## src/rtl/la_capture_seq.sv

```systemverilog
// Logic-analyser capture sequencer: arms, fills the pre-trigger ring, waits for the
// trigger, records the post-trigger window and holds a complete frame for display.
module la_capture_seq #(
    parameter int ADDR_W    = 12,
    parameter int DATA_W    = 8,
    parameter int PRE_DEPTH = 1024
) (
    input  logic              iSysClk,
    input  logic              iRst,
    input  logic              clk_en,
    input  logic [DATA_W-1:0] data_in,
    input  logic              arm,
    input  logic              abort,
    input  logic              auto_mode,
    input  logic              force_trig,
    input  logic              trigger_en,
    input  logic [2:0]        chn_sel,
    input  logic [2:0]        mode_sel,
    input  logic              frame_ack,
    output logic [ADDR_W-1:0] wr_addr,
    output logic [DATA_W-1:0] wr_data,
    output logic              wr_en,
    output logic [ADDR_W-1:0] trig_addr,
    output logic [ADDR_W-1:0] start_addr,
    output logic              busy,
    output logic              done,
    output logic [2:0]        state
);

    localparam int DEPTH      = 1 << ADDR_W;
    localparam int POST_DEPTH = DEPTH - PRE_DEPTH;
    localparam logic [ADDR_W-1:0] PRE_OFS   = ADDR_W'(PRE_DEPTH);
    localparam logic [ADDR_W:0]   PRE_LAST  = (ADDR_W+1)'(PRE_DEPTH - 1);
    localparam logic [ADDR_W:0]   POST_LAST = (ADDR_W+1)'(POST_DEPTH - 1);

    typedef enum logic [2:0] {
        S_IDLE = 3'd0,
        S_PRE  = 3'd1,
        S_WAIT = 3'd2,
        S_POST = 3'd3,
        S_DONE = 3'd4
    } st_t;

    st_t               st;
    logic [ADDR_W-1:0] ptr;
    logic [ADDR_W:0]   cnt;
    logic              ten_l;
    logic [2:0]        chn_l;
    logic [2:0]        mode_l;
    logic              prev_bit;
    logic              prev_valid;
    logic              force_seen;

    logic sample, s, hit, fire, rearm;

    assign sample = clk_en && (st == S_PRE || st == S_WAIT || st == S_POST);
    assign s      = data_in[chn_l];
    assign rearm  = (arm && (st == S_IDLE || st == S_DONE)) ||
                    (st == S_DONE && frame_ack && auto_mode);

    // Edge modes stay quiet until a previous sample exists for this capture.
    always_comb begin
        hit = 1'b0;
        case (mode_l)
            3'd0:    hit = prev_valid & ~prev_bit & s;
            3'd1:    hit = prev_valid & prev_bit & ~s;
            3'd2:    hit = s;
            3'd3:    hit = ~s;
            3'd4:    hit = prev_valid & (prev_bit ^ s);
            default: hit = 1'b0;
        endcase
    end

    assign fire = hit | ~ten_l | force_seen | force_trig;

    assign state = st;
    assign busy  = (st == S_PRE) || (st == S_WAIT) || (st == S_POST);
    assign done  = (st == S_DONE);

    always_ff @(posedge iSysClk or negedge iRst) begin
        if (!iRst) begin
            st         <= S_IDLE;
            ptr        <= '0;
            cnt        <= '0;
            ten_l      <= 1'b0;
            chn_l      <= '0;
            mode_l     <= '0;
            prev_bit   <= 1'b0;
            prev_valid <= 1'b0;
            force_seen <= 1'b0;
            wr_addr    <= '0;
            wr_data    <= '0;
            wr_en      <= 1'b0;
            trig_addr  <= '0;
            start_addr <= '0;
        end else begin
            wr_en <= 1'b0;
            if (abort) begin
                st         <= S_IDLE;
                force_seen <= 1'b0;
            end else if (rearm) begin
                st         <= S_PRE;
                ten_l      <= trigger_en;
                chn_l      <= chn_sel;
                mode_l     <= mode_sel;
                ptr        <= '0;
                cnt        <= '0;
                prev_bit   <= 1'b0;
                prev_valid <= 1'b0;
                force_seen <= 1'b0;
            end else begin
                // A force between samples is held and consumed by the next sample.
                if (st == S_WAIT && force_trig)
                    force_seen <= 1'b1;
                if (sample) begin
                    wr_en      <= 1'b1;
                    wr_data    <= data_in;
                    wr_addr    <= ptr;
                    ptr        <= ptr + 1'b1;
                    prev_bit   <= s;
                    prev_valid <= 1'b1;
                    force_seen <= 1'b0;
                    case (st)
                        S_PRE: begin
                            if (cnt == PRE_LAST) begin
                                st  <= S_WAIT;
                                cnt <= '0;
                            end else begin
                                cnt <= cnt + 1'b1;
                            end
                        end
                        S_WAIT: begin
                            if (fire) begin
                                trig_addr <= ptr;
                                cnt       <= (ADDR_W+1)'(1);
                                if (POST_DEPTH == 1) begin
                                    st         <= S_DONE;
                                    start_addr <= ptr - PRE_OFS;
                                end else begin
                                    st <= S_POST;
                                end
                            end
                        end
                        S_POST: begin
                            if (cnt == POST_LAST) begin
                                st         <= S_DONE;
                                start_addr <= trig_addr - PRE_OFS;
                            end else begin
                                cnt <= cnt + 1'b1;
                            end
                        end
                        default: ;
                    endcase
                end
            end
        end
    end

endmodule

```

## config.mk

```make
export PLATFORM = sky130hd
export DESIGN_NAME = la_capture_seq
export DESIGN_NICKNAME = d
export VERILOG_FILES = /design/src/rtl/la_capture_seq.sv
export SDC_FILE = /design/constraint.sdc
export NUM_CORES = 1
export LEC_CHECK = 0
export ABC_AREA = 0
export CAP_MARGIN = 0
export CORE_AREA = 5 5 114 73
export CTS_CLUSTER_SIZE = 30
export DETAILED_ROUTE_END_ITERATION = 10
export DIE_AREA = 0 0 119 78
export DONT_BUFFER_PORTS = 1
export MAX_ROUTING_LAYER = met4
export PLACE_DENSITY = 0.74
export SYNTH_ARGS = -nofsm -noshare
export SYNTH_HDL_FRONTEND = slang
export SYNTH_SLANG_ARGS = --single-unit
```

## constraint.sdc

```tcl
create_clock -name iSysClk -period 2.35 [get_ports iSysClk]
set_clock_uncertainty 0.15 [all_clocks]
set_input_delay 0.705 -clock iSysClk [delete_from_list [all_inputs] [get_ports iSysClk]]
set_output_delay 0.705 -clock iSysClk [all_outputs]
set_load 0.01 [all_outputs]
```

==> reports/results.md, run 1 <==
| Parameter | This run | Unit |
|---|---|---|
| Post-placement cell count | 504 | - |
| Final cell count without fillers | 524 | - |
| Site row count | 24 | - |
| FF+latch count, synth | 83 | - |
| Wire length of the first global-routing pass | 15600 | um |
| Number of nets produced by synthesis | 431 | - |
| Crit Path Class | register to register | - |
| Number of DRC violations after detailed-routing iteration 0 | 317 | - |
| Routed wire length on met2 | 3960 | um |
| Unique cell type count in the Yosys netlist | 54 | - |
| H-tree level count | 3 | - |
| Final instance area | 0.00466 | sq mm |
| Worst-skew pair later-pin latency | 340 | ps |
| I/O pin cnt | 73 | - |
| Type of destination of the critical path | register | - |
| Drt first pass iters | 5 | - |
| Total area of multi-input combinational cells | 0.00185 | sq mm |
| Number of buffer and inverter stages on the critical path | 1 | - |
| Mean routed wirelength per cell | 18.1 | um |
| Wire length on met1 | 4480 | um |
| Setup slack of the most critical reg-to-reg path | -20 | ps |
| Cell Pwr Density | 709 | mW/mm^2 |
| # clock sinks | 83 | - |
| Total wire length | 9470 | um |
| Drt via density | 5.93 | - |
| Average footprint of a synthesized cell | 9.74 | sq um |
| Multiplexer share of the synthesized area | 0.101 | - |
| Part of the power in registers | 0.492 | - |
| Final weighted congestion in routability-driven placement | 0.832 | - |
| Actual transition at the worst max-transition pin | 445 | ps |
| Simple-gate share of the synthesized area | 0.228 | - |
| RR Endpoint | trig_addr[7] | - |
| Grt ovf | 0 | - |
| Residual DRC count | 0 | - |
| Die extent in y | 78 | um |
| Final Max Tran Viols | 0 | - |
| Synthesized-area fraction occupied by adder cells | 0.00633 | - |
| Antenna Violating Nets Remaining | 0 | - |
| Commonest non-fill, non-tap cells in the layout | 114 x sky130_fd_sc_hd__nand2_1, 82 x sky130_fd_sc_hd__dfrtp_1, 27 x sky130_fd_sc_hd__buf_4 | - |
| Comb pwr share | 0.083 | - |
| Number of buffers inserted during clock tree synthesis | 9 | - |
| Std-Cell Core Area | 0.00709 | sq mm |
| Fraction of power spent switching nets | 0.246 | - |
| Most common cell after layout, fill and taps aside | sky130_fd_sc_hd__nand2_1 | - |
| Number of antenna violations at the first check in global routing | 0 | - |
| Post-synthesis sequential area ratio | 0.525 | - |
| Final Cycle Share | 1.01 | - |
| Worst EP required | 2420 | ps |
| Clock Path Buffers | 2 | - |
| Cell internal power dissipation | 2.49 | mW |
| Status | finished, violations left | - |
| CTS tree | built | - |
| Hold slack | -88.7 | ps |
| Category of the worst setup path launch point | register | - |
| Area used by sequential logic in the layout | 0.00208 | sq mm |
| Headroom to the max-slew limit | 0.701 | - |
| R2R Path Start | chn_l[0] | - |
| Fraction of final layout cells sized beyond drive strength 1 | 0.212 | - |
| Post-Place Cell Area | 0.00420 | sq mm |
| Post-synthesis compound-gate area fraction | 0.101 | - |
| Number of max-capacitance violations reported | 0 | - |
| RSZ-0062 raised after global routing | yes | - |
| Reported leakage power | 2.25 | nW |
| Synthesis warning total | 0 | - |
| Largest family of logic cells by synthesized area | simple AND/OR/NAND/NOR gates | - |
| Number of vias after detailed routing | 3109 | - |
| Biggest fanout along the worst timing path | 12 | - |
| Minimum period implied by the final worst setup slack | 2370 | ps |
| Number of enable-type register cells in the synthesized netlist | 0 | - |
| P_sw | 812 | uW |
| Dominant synthesized flop cell | sky130_fd_sc_hd__dfrtp_1 | - |
| Area Overhead vs Synth | 17.8 | % |
| Post-route setup TNS | -166 | ps |
| Buffers on Ports | 0 | - |
| Gate Count Post-Synth | 406 | - |
| Util after Layout | 0.657 | - |
| Cell area after synthesis | 0.00395 | sq mm |
| Min-Delay Path Class | input port to async pin | - |
| Number of fill cells | 540 | - |
| Critical-path cell list | mux4_2, mux2i_4, mux2i_2, nand2_1, nand3_2, buf_12, mux2_4 | - |
| Setup WS post-layout | -19.0 | ps |
| Clock transition time at the flip-flop clock pins of the worst setup and hold paths | 60 | ps |
| Data arrival, critical path | 2440 | ps |
| Final setup fails | 12 | - |
| Highest signal layer in the routed design | met4 | - |
| Initial core utilization | 0.558 | - |
| Met3 Routed Length | 941 | um |
| Post-DP HPWL | 6360 | um |
| Power after layout | 3.30 | mW |
| Violated checks | negative hold slack, negative setup slack | - |
| CP peak stage delay | 540 | ps |
| CTS root buf | sky130_fd_sc_hd__clkbuf_16 | - |
| Vias in the first global route | 2987 | - |
| Number of cells on the worst reg-to-reg path | 7 | - |
| Endpoints failing hold | 83 | - |
| IR drop worst, VDD | 0.000488 | V |
| Pin count of the biggest net entering global routing | 84 | - |
| Horizontal die dimension | 119 | um |
| Count of nets after finishing | 454 | - |
| All-Layer GR Usage | 0.219 | - |
| Die Area | 0.00928 | sq mm |
| Kind of cell adding the most delay to the critical path | multiplexers | - |
| Slowest cell on the critical path | sky130_fd_sc_hd__mux4_2 | - |
| Number of antenna diodes | 0 | - |
| Upper clock frequency limit | 422 | MHz |
| Xor-xnor portion of the synthesized cell area | 0.00443 | - |
| Share of flip-flops with an asynchronous set or reset after synthesis | 1.00 | - |
| Share of total power in the clock network | 0.425 | - |
-- power by group through the flow --
stage	Clock (mW)	Combinational [mW]	Sequential, mW
CTS	1.42	0.268	1.62
global placement	0	0.242	1.64
global route	1.49	0.308	1.64
floorplan	0	0.183	1.62
detailed placement	0	0.253	1.65
finish	1.40	0.274	1.62
-- synth_stat cells, drive strengths merged, types with 5 or more instances --
library cell	number	area (sq um)
nand2	115	432
dfrtp	83	2080
o21ai	30	150
nor2	25	96.4
mux2	23	297
clkbuf	14	52.6
a21oi	12	60.1
nand3	10	55.1
buf	7	55.1
and3	6	37.5
inv	6	25.0
a31oi	5	37.5
mux2i	5	50.1
nand2b	5	38.8
nor3	5	25.0
or3	5	31.3
-- metal layers --
metal  global-route usage  vias up
met5                    -        -
met4               0.0555        0
met3               0.0858        8
met2                0.290      140
met1                0.312     1526
li1                     -     1435
-- worst max-delay path by stage --
| stage | to | depth (start not counted) | slack [ps] | from |
|---|---|---|---|---|
| 2_1_floorplan | trig_addr[0] | 7 | -190 | data_in[7] |
| 3_3_place_gp | trig_addr[7] | 7 | -390 | data_in[7] |
| 3_5_place_dp | trig_addr[7] | 7 | -410 | data_in[7] |
| 4_1_cts | trig_addr[4] | 7 | -60 | chn_l[0] |
| 5_1_grt | trig_addr[6] | 7 | -100 | chn_l[0] |
| 6_report | trig_addr[7] | 7 | -20 | chn_l[0] |
-- area by class of cell --
class,count,area share
clock buffers,10,0.0513
clock inverters,5,0.0115
inverters,6,0.00537
multi-input cells,296,0.397
flip-flops and latches,83,0.446
well taps,91,0.0244
repair buffers,33,0.0647
-- flip-flops by register name (all words and copies together), names as in the netlist --
name,flops
force_seen,1
wr_en,1
start_addr,12
state,3
wr_data,8
prev_valid,1
ptr,12
trig_addr,12
prev_bit,1
ten_l,1
mode_l,3
cnt,13
wr_addr,12
chn_l,3
-- cells by family (layout without fill, tap and decap cells) --
| logic type | count (synthesis) | in the layout |
|---|---|---|
| AOI/OAI and AO/OA | 65 | 65 |
| and+or+nand+nor | 197 | 197 |
| buffers and inverters | 27 | 54 |
| adders and majority gates | 2 | 2 |
| DFF | 83 | 83 |
| muxes | 30 | 30 |
| xor gates and xnor gates | 2 | 2 |
-- metrics by stage --
step / setup WS [ps] / hold slack [ps]
final: -19.0 / -88.7
after global routing: -105 / -108
after CTS: -61.9 / -103
after detailed placement: -413 / 262
after global placement: -386 / 262
after floorplan: -192 / 259
-- repair_timing --
action | CTS | global route
cloned | 0 | 1
setup endpoints to repair | 23 | 36
endpoints found under the hold margin | 83 | 83
resized for setup | 6 | 23
pin swaps | 0 | 7
setup buffers | 0 | 4
(Power assumes the default switching activity.)
==> inputs of run 2 (changes only) <==
--- a/config.mk
+++ b/config.mk
@@ -5,7 +5,6 @@
 export SDC_FILE = /design/constraint.sdc
 export NUM_CORES = 1
 export LEC_CHECK = 0
-export ABC_AREA = 0
 export CAP_MARGIN = 0
 export CORE_AREA = 5 5 114 73
 export CTS_CLUSTER_SIZE = 30
==> results of run 2 <==
No change in the layout: final DEF, timing and power equal those of run 1.
==> inputs of run 3 (changes only) <==
--- a/config.mk
+++ b/config.mk
@@ -13,6 +13,7 @@
 export DONT_BUFFER_PORTS = 1
 export MAX_ROUTING_LAYER = met4
 export PLACE_DENSITY = 0.74
+export SLEW_MARGIN = 20
 export SYNTH_ARGS = -nofsm -noshare
 export SYNTH_HDL_FRONTEND = slang
 export SYNTH_SLANG_ARGS = --single-unit
==> results of run 3 <==
No change in the layout: final DEF, timing and power equal those of run 1.
